<file path="src/rtl/weight_bram_arbiter_pkg.sv">
// Shared constants, layer weight map and FSM encoding for the weight BRAM arbiter.
package weight_bram_pkg;

  localparam int unsigned NUM_REQ    = 4;
  localparam int unsigned W          = 8;
  localparam int unsigned ADDR_WIDTH = 18;
  localparam int unsigned LEN_WIDTH  = 19;
  localparam int unsigned RD_LATENCY = 2;

  // Weight BRAM layout: one contiguous region per layer
  localparam int unsigned LAYER1_1_BASE = 0;
  localparam int unsigned LAYER1_1_LEN  = 9216;
  localparam int unsigned LAYER1_2_BASE = 9216;
  localparam int unsigned LAYER1_2_LEN  = 9216;
  localparam int unsigned LAYER1_3_BASE = 18432;
  localparam int unsigned LAYER1_3_LEN  = 9216;
  localparam int unsigned LAYER1_4_BASE = 27648;
  localparam int unsigned LAYER1_4_LEN  = 9216;
  localparam int unsigned LAYER1_5_BASE = 36864;
  localparam int unsigned LAYER1_5_LEN  = 9216;

  typedef enum logic [1:0] {
    ST_IDLE  = 2'd0,
    ST_ISSUE = 2'd1,
    ST_DRAIN = 2'd2
  } state_t;

endpackage

</file>
<file path="src/rtl/weight_bram_arbiter_rr_arbiter.sv">
// Round-robin selector: first requester at or after ptr, wrapping mod NUM_REQ.
module rr_arbiter #(
  parameter int unsigned NUM_REQ = 4,
  parameter int unsigned PTR_W   = (NUM_REQ > 1) ? $clog2(NUM_REQ) : 1
) (
  input  logic [NUM_REQ-1:0] req,
  input  logic [PTR_W-1:0]   ptr,
  output logic [NUM_REQ-1:0] winner,
  output logic [PTR_W-1:0]   next_ptr
);

  int unsigned idx;
  logic        found;

  // Scan requesters starting at ptr; the first hit wins and the pointer moves past it
  always_comb begin
    winner   = '0;
    next_ptr = '0;
    found    = 1'b0;
    idx      = 0;
    for (int unsigned off = 0; off < NUM_REQ; off++) begin
      idx = (int'(ptr) + off) % NUM_REQ;
      if (!found && req[PTR_W'(idx)]) begin
        found                 = 1'b1;
        winner[PTR_W'(idx)]   = 1'b1;
        next_ptr              = PTR_W'((idx + 1) % NUM_REQ);
      end
    end
  end

endmodule

</file>
<file path="src/rtl/weight_bram_arbiter.sv">
// Shares the read-only weight BRAM between loaders; one burst at a time, round-robin.
module weight_bram_arbiter #(
  parameter int unsigned NUM_REQ    = weight_bram_pkg::NUM_REQ,
  parameter int unsigned W          = weight_bram_pkg::W,
  parameter int unsigned ADDR_WIDTH = weight_bram_pkg::ADDR_WIDTH,
  parameter int unsigned LEN_WIDTH  = weight_bram_pkg::LEN_WIDTH,
  parameter int unsigned RD_LATENCY = weight_bram_pkg::RD_LATENCY
) (
  input  logic                            clk,
  input  logic                            rst,
  input  logic [NUM_REQ-1:0]              req,
  input  logic [NUM_REQ*ADDR_WIDTH-1:0]   req_base,
  input  logic [NUM_REQ*LEN_WIDTH-1:0]    req_len,
  output logic [NUM_REQ-1:0]              grant,
  output logic [W-1:0]                    rd_data,
  output logic                            rd_valid,
  output logic                            rd_last,
  output logic [NUM_REQ-1:0]              done,
  output logic                            busy,
  output logic                            bram_en,
  output logic                            bram_ren,
  output logic [ADDR_WIDTH-1:0]           bram_addr,
  input  logic [W-1:0]                    bram_dout
);

  import weight_bram_pkg::*;

  localparam int unsigned PTR_W = (NUM_REQ > 1) ? $clog2(NUM_REQ) : 1;
  localparam int unsigned CW    = LEN_WIDTH + 1;

  state_t                  state;
  logic [PTR_W-1:0]        rr_ptr;
  logic [NUM_REQ-1:0]      winner;
  logic [PTR_W-1:0]        next_ptr;
  logic [ADDR_WIDTH-1:0]   sel_base;
  logic [LEN_WIDTH-1:0]    sel_len;
  logic [ADDR_WIDTH-1:0]   base_q;
  logic [LEN_WIDTH-1:0]    len_q;
  logic [CW-1:0]           count;
  logic                    last_issue;
  logic [RD_LATENCY-1:0]   pipe_valid;
  logic [RD_LATENCY-1:0]   pipe_last;

  rr_arbiter #(
    .NUM_REQ (NUM_REQ),
    .PTR_W   (PTR_W)
  ) u_rr (
    .req      (req),
    .ptr      (rr_ptr),
    .winner   (winner),
    .next_ptr (next_ptr)
  );

  // Mux the winning loader's base and length out of the packed request buses
  always_comb begin
    sel_base = '0;
    sel_len  = '0;
    for (int unsigned i = 0; i < NUM_REQ; i++) begin
      if (winner[i]) begin
        sel_base = req_base[i*ADDR_WIDTH +: ADDR_WIDTH];
        sel_len  = req_len[i*LEN_WIDTH +: LEN_WIDTH];
      end
    end
  end

  assign last_issue = (count + CW'(1)) == {1'b0, len_q};

  // Burst FSM: arbitration, address issue and completion with registered outputs
  always_ff @(posedge clk or posedge rst) begin
    if (rst) begin
      state     <= ST_IDLE;
      rr_ptr    <= '0;
      base_q    <= '0;
      len_q     <= '0;
      count     <= '0;
      grant     <= '0;
      done      <= '0;
      bram_en   <= 1'b0;
      bram_ren  <= 1'b0;
      bram_addr <= '0;
    end else begin
      done <= '0;
      case (state)
        ST_IDLE: begin
          if (|req) begin
            grant  <= winner;
            rr_ptr <= next_ptr;
            base_q <= sel_base;
            len_q  <= sel_len;
            count  <= '0;
            if (sel_len == '0) begin
              // Empty burst: nothing to read, so completion is signalled on entry to DRAIN
              done  <= winner;
              state <= ST_DRAIN;
            end else begin
              bram_en   <= 1'b1;
              bram_ren  <= 1'b1;
              bram_addr <= sel_base;
              state     <= ST_ISSUE;
            end
          end
        end
        ST_ISSUE: begin
          if (last_issue) begin
            bram_ren <= 1'b0;
            state    <= ST_DRAIN;
          end else begin
            count     <= count + CW'(1);
            bram_addr <= base_q + ADDR_WIDTH'(count + CW'(1));
          end
        end
        ST_DRAIN: begin
          if (len_q == '0) begin
            grant <= '0;
            state <= ST_IDLE;
          end else if (rd_last) begin
            done      <= grant;
            grant     <= '0;
            bram_en   <= 1'b0;
            bram_addr <= '0;
            state     <= ST_IDLE;
          end
        end
        default: state <= ST_IDLE;
      endcase
    end
  end

  // Valid/last tags travel alongside the BRAM read latency
  always_ff @(posedge clk or posedge rst) begin
    if (rst) begin
      pipe_valid <= '0;
      pipe_last  <= '0;
    end else begin
      for (int unsigned i = RD_LATENCY - 1; i > 0; i--) begin
        pipe_valid[i] <= pipe_valid[i-1];
        pipe_last[i]  <= pipe_last[i-1];
      end
      pipe_valid[0] <= (state == ST_ISSUE);
      pipe_last[0]  <= (state == ST_ISSUE) && last_issue;
    end
  end

  assign rd_valid = pipe_valid[RD_LATENCY-1];
  assign rd_last  = pipe_last[RD_LATENCY-1] & rd_valid;
  assign rd_data  = rd_valid ? bram_dout : '0;
  assign busy     = (state != ST_IDLE);

endmodule

</file>
<file path="config.mk">
export PLATFORM = sky130hd
export DESIGN_NAME = weight_bram_arbiter
export DESIGN_NICKNAME = d
export VERILOG_FILES = /design/src/rtl/weight_bram_arbiter_pkg.sv /design/src/rtl/weight_bram_arbiter_rr_arbiter.sv /design/src/rtl/weight_bram_arbiter.sv
export SDC_FILE = /design/constraint.sdc
export NUM_CORES = 1
export LEC_CHECK = 0
export BUFFER_PORTS_ARGS = -buffer_cell sky130_fd_sc_hd__buf_2
export CAP_MARGIN = 5
export CORE_ASPECT_RATIO = 1.1
export CORE_MARGIN = 2
export CORE_UTILIZATION = 28
export CTS_CLUSTER_SIZE = 12
export DETAILED_ROUTE_END_ITERATION = 8
export HOLD_SLACK_MARGIN = 0.05
export SKIP_LAST_GASP = 1
export SLEW_MARGIN = 10
export SYNTH_ARGS = -nofsm -noshare
export SYNTH_HDL_FRONTEND = slang
export SYNTH_SLANG_ARGS = --single-unit
</file>
<file path="constraint.sdc">
create_clock -name clk -period 9.2 [get_ports clk]
set_clock_uncertainty 0.15 [all_clocks]
set_input_delay 1.38 -clock clk [delete_from_list [all_inputs] [get_ports clk]]
set_output_delay 1.38 -clock clk [all_outputs]
set_load 0.01 [all_outputs]
</file>
# Yosys cells after proc, flatten, opt, wreduce, memory -nomap -nowiden
# Cells that the tools add are included.
dict set report totals {
  register_bits 93
  input_bits 162
  out_inout_bits 39
}
dict set report op_classes {
  addsub 8
  magnitude_cmp 8
  eq_ne 10
  muxes 67
  n_bitwise 4
  n_reduce_logical 26
}
# operator count
set ops {}
lappend ops {{$mux 18} 9}
lappend ops {{$mux 19} 4}
lappend ops {{$pmux 18 s3} 1}
lappend ops {{$mux 4} 11}
lappend ops {{$mux 20} 2}
lappend ops {{$pmux 20 s2} 1}
lappend ops {{$logic_not 19->1} 2}
lappend ops {{$add 20x1->20 const B} 1}
lappend ops {{$eq 20x19->1} 1}
lappend ops {{$add 18x18->18} 1}
lappend ops {{$mux 2} 9}
lappend ops {{$mux 1} 16}
lappend ops {{$pmux 4 s2} 2}
lappend ops {{$lt 2x3->1 const B} 4}
lappend ops {{$ne 2x2->1 const B} 6}
lappend ops {{$or 4x4->4} 3}
lappend ops {{$reduce_and 3->1} 3}
lappend ops {{$add 2x1->2 const B} 4}
lappend ops {{$bmux 1 s2} 4}
lappend ops {{$demux 1 s2} 4}
lappend ops {{$ge 2x1->1 const B} 4}
lappend ops {{$logic_and 1x1->1} 8}
lappend ops {{$mux 8} 1}
lappend ops {{$pmux 2 s3} 1}
lappend ops {{other kinds (15)} 21}

# Depth between registers and ports, before layout
# Gate-level depths: netlist of run 1.
dict set report logic_depth {
  ltp_word 20
  mapped_depth 18
}

# By module
# A second synthesis of run 1 with hierarchy kept.
dict set report hier_totals {
  cells_unflattened 860
  area_unflattened_um2 7503.4
}
# mod n_inst cells_per_inst area_per_inst_um2 seq_area_each_um2
set by_module_without_submodules {}
lappend by_module_without_submodules {weight_bram_arbiter 1 812 7079.3 2327.2}
lappend by_module_without_submodules {rr_arbiter 1 48 424.2 0.0}

# Least setup slack after synthesis of run 1
# Ideal clock, no wire load.
dict set report synth_timing {
  path_type {input port to flip-flop}
  start {input port req[0]}
  end {register bram_addr[0]}
  setup_ns 0.125
  arrival_ns 4.166
  t_required_ns 8.925
  setup_slack_ns 4.759
  path_stages 14
  path_buffers 4
  path_cell_list {or3b_2 > a2111o_1 > a21oi_2 > o311a_1 > buf_2 > buf_6 > a221oi_2 > o21ai_1 > nor4_4 > o21ai_2 > o21a_1 > buf_6 > buf_12 > mux2_4}
}
dict set report synth_between {
  elab_chain_len 19
  word_cells_on_any_way 40
  classes_between {eq/ne: 2; mux: 26; bitwise: 3; reduce/logical: 9}
}
# item line_no
set synth_lines {}
lappend synth_lines {{start: declaration} weight_bram_arbiter.sv:11} ;# input logic [NUM_REQ-1:0] req,
lappend synth_lines {{$bmux 1 s2} weight_bram_arbiter_rr_arbiter.sv:23} ;# if (!found && req[PTR_W'(idx)]) begin
lappend synth_lines {{$mux 1 (not written as such)} weight_bram_arbiter_rr_arbiter.sv:23}
lappend synth_lines {{$mux 1} weight_bram_arbiter_rr_arbiter.sv:23}
lappend synth_lines {{$logic_not 1->1} weight_bram_arbiter_rr_arbiter.sv:23}
lappend synth_lines {{$logic_and 1x1->1} weight_bram_arbiter_rr_arbiter.sv:23}
lappend synth_lines {{$mux 1} weight_bram_arbiter_rr_arbiter.sv:23}
lappend synth_lines {{$logic_not 1->1} weight_bram_arbiter_rr_arbiter.sv:23}
lappend synth_lines {{$logic_and 1x1->1} weight_bram_arbiter_rr_arbiter.sv:23}
lappend synth_lines {{$mux 1} weight_bram_arbiter_rr_arbiter.sv:23}
lappend synth_lines {{$logic_not 1->1} weight_bram_arbiter_rr_arbiter.sv:23}
lappend synth_lines {{$logic_and 1x1->1} weight_bram_arbiter_rr_arbiter.sv:23}
lappend synth_lines {{$mux 4} weight_bram_arbiter_rr_arbiter.sv:23}
lappend synth_lines {{$mux 19 / $mux 18 (equally long branches) (4 in series)} weight_bram_arbiter.sv:59} ;# if (winner[i]) begin
lappend synth_lines {{$logic_not 19->1 / $mux 18 (equally long branches)} weight_bram_arbiter.sv:91} ;# if (sel_len == '0) begin
lappend synth_lines {{$ne 2x2->1 (no source line) / $mux 18 (equally long branches)} -}
lappend synth_lines {{$reduce_and 6->1 (no source line) / $pmux 18 s3 (equally long branches)} -}
lappend synth_lines {{end signal: assignment} weight_bram_arbiter.sv:98} ;# bram_addr <= sel_base;
lappend synth_lines {{end signal: assignment} weight_bram_arbiter.sv:109} ;# bram_addr <= base_q + ADDR_WIDTH'(count + CW'(1));
lappend synth_lines {{end: declaration} weight_bram_arbiter.sv:22} ;# output logic [ADDR_WIDTH-1:0] bram_addr,
# Several ways; a longest one is shown, not always the timed one. The select of a mux whose other input is x is not followed.
# A chain may end at the register's enable or synchronous reset.

# Worst setup path in the final report of run 1
dict set report layout_timing {
  start {input port req[0]}
  end {register bram_addr[7]}
}
# Same word-level chain as after synthesis.

==> metrics.txt, run 1 <==
Synth Register Bits=93; Die X=157.0 um; Static Leak=0.003962 uW; Power Density=383.7 mW/mm2; CP endpoint kind=flip-flop; ANT nets after route=0; Worst EP required=9.28 ns; Setup WS pre-CTS=3.125 ns; Reg2Reg Launch Point=rr_ptr[0]; Initial Util=28.53%; most common cell in the netlist=nand2_1; post-layout min period=5.742 ns; port bufs=200; reg2reg setup slack=3.63 ns; final net count=1186; Total Wirelength=23150 um; Worst Hold Class=flip-flop to flip-flop; FILL cells=2637; CTS tree=built; Tcrit/Tclk final=62.41%; drc violations=0; Netlist cell types=77; Syn. warnings=0; final core occ=34.66%; number of DRC markers in iteration 0=459; synthesized instance count=831; Max-Cap Viols=0; clk_lat worst skew=0.35 ns; Max Clock Freq=174.2 MHz; cell types occupying the most area after synthesis=dfrtp_1 32%, o21ai_0 5.8%, nand2_1 5.4%; gr usage total=16.94%; Setup Total Neg Slack=0 ns; min-delay src=pipe_last[0]; Setup Fix Bufs, Post-CTS=0; tightest hold margin=0.1984 ns; first-pass GRT wire length=36140 um; layout cells sized above 1=27.20%; slew at the pin closest to its max-slew limit=1.107 ns; outcome=finished, final reports clean; final setup fails=0; Critical R2R Capture=bram_addr[7]; maximum buffer depth of the clock tree=2; Die Y=172.3 um; Worst Hold Endpoint=pipe_last[1]; via count=6904; Commonest cells post-synth=104 x nand2_1, 93 x dfrtp_1, 84 x o21ai_0; CTS buffer count=9; WS Path Type=input port to flip-flop; Synth Net Count=1022; fin. max-slew vios=0; Syn Area/Cell=8.673 um2; initial antenna violation count=1; vias per cell=5.125; Clock Tree Root=clkbuf_16; Top FF cell, synth=dfrtp_1; CP Launch Type=input port; P&R area growth vs syn=21.51%; Async SR Flop Fraction=100.0%; Worst Path Max Fanout=26; total die area=0.02704 mm2; worst r2r path cells=12; Yosys top cell area share=32.29%; Post-synth EDFFs=0; Core ar.=0.02526 mm2; RSZ-0062 raised after global routing=false; CTS clk-pin slew, worst paths=0.07 ns; sequential area share after synthesis=32.29%; VDD IR max=0.0001815 V; fin worst setup slack=3.458 ns; number of cell rows=61; vias in the first global route=6695; largest net degree at the start of global routing=78; largest area contributor in the synthesized netlist=dfrtp_1; cts hold-fix bufs=0; GR Overflow Total=0; Avg WL per Cell=17.19 um; Hold Vio Cnt, Final=0; hold depth=0; Ports=201; Cell Area, Synth=0.007207 mm2; Arr. time, crit path=5.82 ns; Clock Sinks=93; post-CTS sizing=0; htree depth=3; hpwl dp=18490 um; router iterations before antenna repair=5; Rel. slew slack=26.23%; Placer Congestion=0.9001
-- registers in the layout, summed over array words and instances, names as in the netlist --
name        count
state           2
rr_ptr          2
bram_addr      18
pipe_last       2
grant           4
len_q          19
bram_ren        1
bram_en         1
done            4
count          20
pipe_valid      2
base_q         18
-- routing by layer --
| layer | global-route usage [%] | wire length, um | vias to the layer above |
|---|---|---|---|
| met5 | 0 | 13 | - |
| met4 | 4.587 | 425 | 2 |
| met3 | 2.581 | 1179 | 25 |
| met2 | 28.38 | 11140 | 231 |
| met1 | 22.75 | 10390 | 3251 |
| li1 | - | - | 3395 |
-- where the power goes --
group	total (uW)	internal, uW	leakage, uW	switching [uW]
Combinational	2300	918	0.00262	1380
Clock	372	191	0.000138	182
Sequential	691	555	0.00120	136
-- cell families (layout without fill, tap and decap cells) --
group           count (synthesis)  after routing  share of synthesized area [%]
other cells                     0              1                              0
flops                          93             93                          32.29
buf+inv                        79            248                          4.948
xor+xnor                       51             51                          7.986
simple gates                  277            277                          18.94
fa+ha+maj                      29             29                          5.139
mux                            28             28                          5.451
compound gates                274            274                          25.24
-- how the worst max path moves through the flow --
stage | startpoint | endpoint | slack, ns
final | req[0] | bram_addr[7] | 3.46
after global routing | req[0] | bram_addr[7] | 3.22
after CTS | req[0] | bram_addr[7] | 3.49
after detailed placement | req[0] | bram_addr[11] | 3.12
after global placement | req[0] | bram_addr[9] | 3.25
after floorplan | req[0] | bram_addr[0] | 4.76
-- cell type report --
type	count	area, um2	area share [%]
Inverter	25	96.34	1.100
Tap cell	346	432.9	4.944
Timing Repair Buffer	207	1054	12.03
Clock buffer	9	225.2	2.572
Multi-Input combinational cell	659	4548	51.94
Clock inverter	7	71.32	0.8144
Sequential cell	93	2327	26.58
Antenna cell	1	2.502	0.02858
-- critical path: stages --
cell and delay, ns:
buf_2 0.14, or3b_2 0.47, a2111o_1 0.40, a21oi_2 0.37, o311a_1 0.97, a221oi_1 0.23, a2bb2oi_1 0.22, and4b_1 0.25
nand3_2 0.10, o21a_1 0.85, mux2_2 0.42
-- placed cells by master (no fill, tap or decap), types with 4 or more instances in the layout --
cell type	Yosys	layout
xor3_1	4	4
xnor3_1	5	5
o211ai_1	4	4
inv_1	25	24
a221oi_1	22	21
xnor2_1	28	28
nand3_1	14	14
mux4_2	4	4
and2_1	23	23
o21ai_0	84	84
o31ai_1	26	26
mux2_2	14	14
a21oi_1	50	50
nand4_1	9	9
nand2b_1	7	6
buf_4	0	7
nor4_1	13	13
buf_2	5	200
o21a_1	7	7
and4_1	6	6
mux2_4	9	9
a221oi_2	4	4
a211oi_1	7	7
nand3b_1	5	5
ha_1	28	28
a211o_1	4	4
dfrtp_1	93	93
a21o_1	4	4
a31oi_1	5	5
nor3_1	22	22
clkbuf_16	0	9
nor2_1	52	52
xor2_1	14	14
o22ai_1	13	13
nand2_1	104	104
-- per-stage QoR --
step | instance area, um2 | power (uW) | cells
5_1_grt | 8755 | 3652 | 1346
3_3_place_gp | 8458 | 2958 | 1330
3_5_place_dp | 8458 | 2991 | 1330
4_1_cts | 8755 | 3365 | 1346
6_report | 8757 | 3360 | 1347
2_1_floorplan | 7207 | 2415 | 831
Power figures use the tool's default switching activity.
==> run 2: changes to the inputs <==
--- a/config.mk
+++ b/config.mk
@@ -5,6 +5,7 @@
 export SDC_FILE = /design/constraint.sdc
 export NUM_CORES = 1
 export LEC_CHECK = 0
+export ABC_AREA = 1
 export BUFFER_PORTS_ARGS = -buffer_cell sky130_fd_sc_hd__buf_2
 export CAP_MARGIN = 5
 export CORE_ASPECT_RATIO = 1.1
==> constraint.sdc (replaced) <==
create_clock -name clk -period 4.85 [get_ports clk]
set_clock_uncertainty 0.15 [all_clocks]
set_input_delay 0.7275 -clock clk [delete_from_list [all_inputs] [get_ports clk]]
set_output_delay 0.7275 -clock clk [all_outputs]
set_load 0.01 [all_outputs]
==> run 2 against run 1 <==
Core utilization is essentially flat. Total power grew 100%. Hold slack gained 0.010 ns. Worst setup slack lost 2.7 ns. Synthesized cell count grew 41%. Sequential share of layout area shrank 1.0 points. Register-to-register slack lost 2.9 ns. Synthesized area grew 4.5%. First-iteration DRC count grew 54%. Largest cell class unchanged.
==> metrics.txt, run 2 <==
Setup Total Neg Slack=0 ns (unchanged); final setup fails=0 (unchanged); cts hold-fix bufs=0 (unchanged); multi-input logic area=0.004509 mm2 (-0.85%); Netlist cell types=49 (-36%); vias in the first global route=7779 (+16%); Worst EP required=4.98 ns (-4.30 ns); Worst Path Max Fanout=23 (-12%); number of DRC markers in iteration 0=708 (+54%); outcome=finished, final reports clean; Core ar.=0.02630 mm2 (+4.1%); VDD IR max=0.0006282 V (+250%); Worst Hold Class=flip-flop to flip-flop; FILL cells=2867 (+8.7%); gr usage total=18.10% (+1.2 points); Yosys top cell area share=30.91% (-1.4 points); initial antenna violation count=1 (unchanged); Max Clock Freq=241.5 MHz; most common cell in the netlist=nand2_1; most used cell, CP=nand2_1; Worst path slowest cell=nand3b_1; crit-path max cell delay=0.59 ns (-0.38 ns); Cell Area, Synth=0.007530 mm2 (+4.5%); fin. max-slew vios=0 (unchanged); Die X=160.4 um (+2.2%); Clock Tree Root=clkbuf_16; Synth Register Bits=93 (unchanged); via count=8193 (+19%); WS Path Type=flip-flop to flip-flop; Async SR Flop Fraction=100.0% (unchanged); CTS clk-pin slew, worst paths=0.07 ns (about the same); min-delay src=pipe_valid[0]; Avg WL per Cell=15.00 um (-13%); Post-synth EDFFs=0 (unchanged); largest net degree at the start of global routing=80 (+2.6%); final cell count without fillers=1702 (+26%); Syn Area/Cell=6.436 um2 (-26%); cell types occupying the most area after synthesis=dfrtp_1 31%, nand2_1 18%, nand3_1 5.9%; Initial Util=28.63% (+0.11 points); CP Cell Sequence=inv_4, ha_1, inv_1, nand3_1, nand2_1, nand2_2, inv_2, nand3_1, nand3b_1, nand3_1, nand2_1, nand2_1, nand2_1, nor2_1, nand2_1, nor2_2, nand4_4, nand3_4, nand2_1, nand2_1; Synth Net Count=1361 (+33%); register area=0.002327 mm2 (unchanged); most frequent cells in the layout=370 x nand2_1, 200 x buf_2, 110 x nor2_1; clk_lat worst skew=0.35 ns (about the same); post-CTS sizing=0 (unchanged); final core occ=34.62% (-0.041 points); final net count=1535 (+29%); htree depth=3 (unchanged); Power Density=738.2 mW/mm2 (+92%); Ports=201 (unchanged); Largest regs=count x20, len_q x19; Static Leak=0.004778 uW (+21%); crit path launch=rr_ptr[0]; Commonest cells post-synth=370 x nand2_1, 111 x nor2_1, 106 x inv_1; Arr. time, crit path=4.27 ns (-1.55 ns); Reg2Reg Launch Point=rr_ptr[0]; router iterations before antenna repair=5 (unchanged); placed insts=1685 (+27%); ANT nets after route=0 (unchanged); first-pass GRT wire length=40700 um (+13%); P&R area growth vs syn=20.92%; sequential area share after synthesis=30.91% (-1.4 points); number of cell rows=62 (+1.6%); Top reg by flops=count; Total Wirelength=25530 um (+10%); Die Y=176.0 um (+2.2%); Clock Sinks=93 (unchanged); CTS tree=built; Tcrit/Tclk final=85.36%; CP Launch Type=flip-flop; drc violations=0 (unchanged); RSZ-0062 raised after global routing=false; post-layout min period=4.140 ns; maximum buffer depth of the clock tree=2 (unchanged); Setup Fix Bufs, Post-CTS=0 (unchanged); largest area contributor in the synthesized netlist=dfrtp_1; Hold Vio Cnt, Final=0 (unchanged); max FFs per register=20 (unchanged); Top FF cell, synth=dfrtp_1; total die area=0.02822 mm2 (+4.4%); Max-Cap Viols=0 (unchanged); port bufs=200 (unchanged); CP endpoint kind=flip-flop; Syn. warnings=0 (unchanged); tightest hold margin=0.2085 ns (+0.01017 ns); layout cells sized above 1=19.87% (-7.3 points); hpwl dp=20550 um (+11%); slew at the pin closest to its max-slew limit=0.9036 ns (-0.2029 ns); vias per cell=4.814 (-6.1%); Rel. slew slack=39.20% (+13 points); GR Overflow Total=0 (unchanged); Placer Congestion=0.9081 (+0.89%); synthesized instance count=1170 (+41%); commonest non-fill, non-tap cell in the layout=nand2_1; CTS buffer count=9 (unchanged)
[run 2: metal layers]
| layer | global-route usage (%) | share of wire [%] | vias up |
|---|---|---|---|
| met1 | 24.33 | 46 | 3721 |
| met3 | 2.537 | 5.0 | 25 |
| li1 | - | - | 4184 |
| met2 | 30.65 | 48 | 263 |
| met5 | 0 | 0 | - |
| met4 | 4.767 | 1.7 | 0 |
[run 2: per-stage QoR]
stage | instance area, um2 | power [uW] | setup slack, ns
after floorplan | 7530 | 4834 | 1.552
after global placement | 8807 | 5945 | 0.8297
after detailed placement | 8807 | 5984 | 0.7262
after CTS | 9102 | 6725 | 0.7085
after global routing | 9105 | 7469 | 0.2340
final | 9105 | 6721 | 0.7099
[run 2: worst paths after layout]
path                            endpoint  slack [ns]  cells after the start
max in group asynchronous      count[12]        3.32                      3
setup reg to reg            bram_addr[8]        0.71                     20
hold reg to reg            pipe_valid[1]        0.21                      0
hold / removal             pipe_valid[1]        0.21                      0
min in group asynchronous   bram_addr[8]        0.28                      2
setup / recovery            bram_addr[8]        0.71                     20
[run 2: worst max-delay path, delay by kind of cell (launching register included)]
| kind | cells | cell delay, ns |
|---|---|---|
| DFF | 1 | 0.58 |
| buffers and inverters | 3 | 0.30 |
| and+or+nand+nor | 16 | 2.67 |
| adders and majority gates | 1 | 0.36 |
[run 2: cell families after synthesis]
kind of cell / share of synthesized area [%]
xor gates and xnor gates: 1.628
adders and majority gates: 4.919
buffers and inverters: 9.305
and+or+nand+nor: 37.87
AOI/OAI and AO/OA: 15.37
DFF: 30.91
[run 2: layout make-up]
cell class,count,share of cell area (%)
diodes,1,0.02748
repair buffers,212,11.98
well taps,352,4.837
flip-flops and latches,93,25.56
inverters,116,4.823
multi-input cells,912,49.53
clock inverters,3,0.4947
clock buffers,13,2.748
[run 2: report_power, final]
part / switching (uW) / internal (uW) / leakage, uW / total, uW
Sequential: 207 / 1060 / 0.00119 / 1270
Clock: 308 / 415 / 0.000136 / 723
Combinational: 3210 / 1520 / 0.00345 / 4730
Total: 3730 / 2990 / 0.00478 / 6720
==> run 3: changes to the inputs <==
--- a/config.mk
+++ b/config.mk
@@ -14,6 +14,7 @@
 export CTS_CLUSTER_SIZE = 12
 export DETAILED_ROUTE_END_ITERATION = 8
 export HOLD_SLACK_MARGIN = 0.05
+export PLACE_DENSITY = 0.6
 export SKIP_LAST_GASP = 1
 export SLEW_MARGIN = 10
 export SYNTH_ARGS = -nofsm -noshare
==> constraint.sdc (replaced) <==
create_clock -name clk -period 4.85 [get_ports clk]
set_clock_uncertainty 0.15 [all_clocks]
set_input_delay 0.485 -clock clk [delete_from_list [all_inputs] [get_ports clk]]
set_output_delay 0.485 -clock clk [all_outputs]
set_load 0.01 [all_outputs]
==> run 3 against run 2 <==
Clock power up 16%. Core utilization increased by 0.22 points. Sequential cell count is the same. Hold slack got worse by 0.0085 ns. Critical endpoint is now bram_addr[16]. Highest routed layer unchanged. Total power up 1.9%. Via count shrank 1.4%. Critical path depth down 3.
==> metrics.txt, run 3 (synthesis results as in run 2) <==
Hold Vio Cnt, Final=0 (unchanged); clk_lat worst skew=0.36 ns (about the same); reg2reg setup slack=0.71 ns (about the same); hpwl dp=20380 um (-0.83%); Die X=160.4 um (unchanged); ANT nets after route=0 (unchanged); Setup Total Neg Slack=0 ns (unchanged); Critical R2R Capture=bram_addr[16]; Placer Congestion=0.9017 (-0.70%); CP Launch Type=flip-flop; commonest non-fill, non-tap cell in the layout=nand2_1; first-pass GRT wire length=40080 um (-1.5%); Initial Util=28.63% (unchanged); Clock Sinks=93 (unchanged); vias in the first global route=7727 (-0.67%); worst path bufs/invs=2 (-1); most used cell, CP=nand2_1; cell family with the largest share of critical-path delay=simple AND/OR/NAND/NOR gates; Setup Fix Bufs, Post-CTS=0 (unchanged); Worst Path Max Fanout=23 (unchanged); Power Density=747.5 mW/mm2 (+1.3%); via count=8080 (-1.4%); cts hold-fix bufs=1 (+1); FILL cells=2883 (+0.56%); Worst EP required=4.99 ns (about the same); Largest regs=count x20, len_q x19; GR Overflow Total=0 (unchanged); min-delay src=pipe_valid[0]; CTS clk-pin slew, worst paths=0.07 ns (about the same); initial antenna violation count=2 (+1); P&R area growth vs syn=21.70%; post-CTS sizing=0 (unchanged); VDD IR max=0.0004378 V (-30%); CTS buffer count=9 (unchanged); Power Total=6850 uW (+1.9%); slew at the pin closest to its max-slew limit=0.8883 ns (-0.01531 ns); Tcrit/Tclk final=85.27% (-0.096 points); post-layout min period=4.135 ns (-0.004655 ns); Max-Cap Viols=0 (unchanged); Die Y=176.0 um (unchanged); final setup fails=0 (unchanged); final net count=1535 (unchanged); Rel. slew slack=40.61% (+1.4 points); Ports=201 (unchanged); CP Cell Sequence=inv_4, ha_1, inv_1, nand3_1, nand2_1, nor2_4, nand3_1, nand3b_1, nand3_1, nand2_1, a21boi_1, nand2_1, nor2_2, nand4_4, nand3_4, nand2_1, nand2_1; RSZ-0062 raised after global routing=false; Reg2Reg Launch Point=rr_ptr[0]; crit-path max cell delay=0.60 ns (about the same); number of DRC markers in iteration 0=566 (-20%); final cell count without fillers=1703 (+0.059%); fin. max-slew vios=0 (unchanged); vias per cell=4.745 (-1.4%); drc violations=0 (unchanged); layout cells sized above 1=19.94% (+0.074 points); Worst Hold Endpoint=pipe_valid[1]; Core ar.=0.02630 mm2 (unchanged); maximum buffer depth of the clock tree=2 (unchanged); max FFs per register=20 (unchanged); placed insts=1684 (-0.059%); CTS tree=built; Clock Tree Root=clkbuf_16; Arr. time, crit path=4.28 ns (about the same); outcome=finished, final reports clean; Top reg by flops=count; htree depth=3 (unchanged); worst r2r path cells=17 (-15%); gr usage total=17.83% (-0.27 points); hold depth=0 (unchanged); CP endpoint kind=flip-flop; Worst Hold Class=flip-flop to flip-flop; port bufs=200 (unchanged); WS Path Type=flip-flop to flip-flop; number of cell rows=62 (unchanged); total die area=0.02822 mm2 (unchanged); largest net degree at the start of global routing=61 (-24%); Max Clock Freq=241.8 MHz (+0.11%); Static Leak=0.004808 uW (+0.62%); router iterations before antenna repair=7 (+2); Total Wirelength=25530 um (about the same); most frequent cells in the layout=370 x nand2_1, 200 x buf_2, 110 x nor2_1; Worst path slowest cell=dfrtp_1; Avg WL per Cell=14.99 um (about the same)
## run 3: cell types whose count changed in the layout (fill, tap and decap cells not counted)
cell,change
clkinvlp_4,-1
dlygate4sd3_1,+1
bufinv_16,+2
diode_2,+1
buf_4,-1
inv_6,+1
clkbuf_1,-2
## run 3: cell type report
class / count / area, um2 / area share, %
diodes: 2 / 5.005 / 0.05461
clock buffers: 11 / 242.7 / 2.649
clock inverters: 5 / 106.4 / 1.161
inverters: 116 / 439.2 / 4.792
multi-input cells: 912 / 4509 / 49.21
flip-flops and latches: 93 / 2327 / 25.40
well taps: 352 / 440.4 / 4.806
repair buffers: 212 / 1094 / 11.93
## run 3: where the power goes
| part | leakage (uW) | switching (uW) | internal, uW |
|---|---|---|---|
| sequential | 0.00119 | 212 | 1060 |
| clock | 0.000166 | 317 | 520 |
| combinational | 0.00345 | 3220 | 1520 |
| total | 0.00481 | 3750 | 3100 |
## run 3: how the worst max path moves through the flow
stage                          from       endpoint  slack (ns)  cells past startpoint
final                     rr_ptr[0]  bram_addr[16]        0.71                     17
after global routing      rr_ptr[0]  bram_addr[15]        0.20                     19
after CTS                 rr_ptr[0]  bram_addr[16]        0.68                     18
after detailed placement  rr_ptr[0]  bram_addr[16]        0.71                     18
after global placement    rr_ptr[0]   bram_addr[9]        0.78                     18
after floorplan                 rst      base_q[0]        1.79                      1
## run 3: per-stage QoR
step                area, um2  hold WS (ns)  util (%)  setup slack [ns]
floorplan                7530        0.1812         -             1.795
global placement         8800        0.1838     33.46            0.7813
detailed placement       8800        0.1895     33.46            0.7090
CTS                      9159        0.2020     34.83            0.6849
global route             9164        0.2238     34.85            0.2018
finish                   9164        0.2000     34.85            0.7146
## run 3: routing by layer
layer  GRT usage, %  part of all wire, %  vias up
met3          2.514                  4.5       29
li1               -                    -     4201
met1          23.67                   46     3593
met5              0                    0        -
met2          30.16                   47      257
met4          5.518                  2.1        0
## run 3: worst register-to-register path, cell delays in order, from the launching register on
cell      delay, ns
dfrtp_1        0.60
inv_4          0.12
ha_1           0.37
inv_1          0.15
nand3_1        0.09
nand2_1        0.11
nor2_4         0.06
nand3_1        0.08
nand3b_1       0.56
nand3_1        0.36
nand2_1        0.08
a21boi_1       0.21
nand2_1        0.11
nor2_2         0.19
nand4_4        0.35
nand3_4        0.32
nand2_1        0.10
nand2_1        0.07
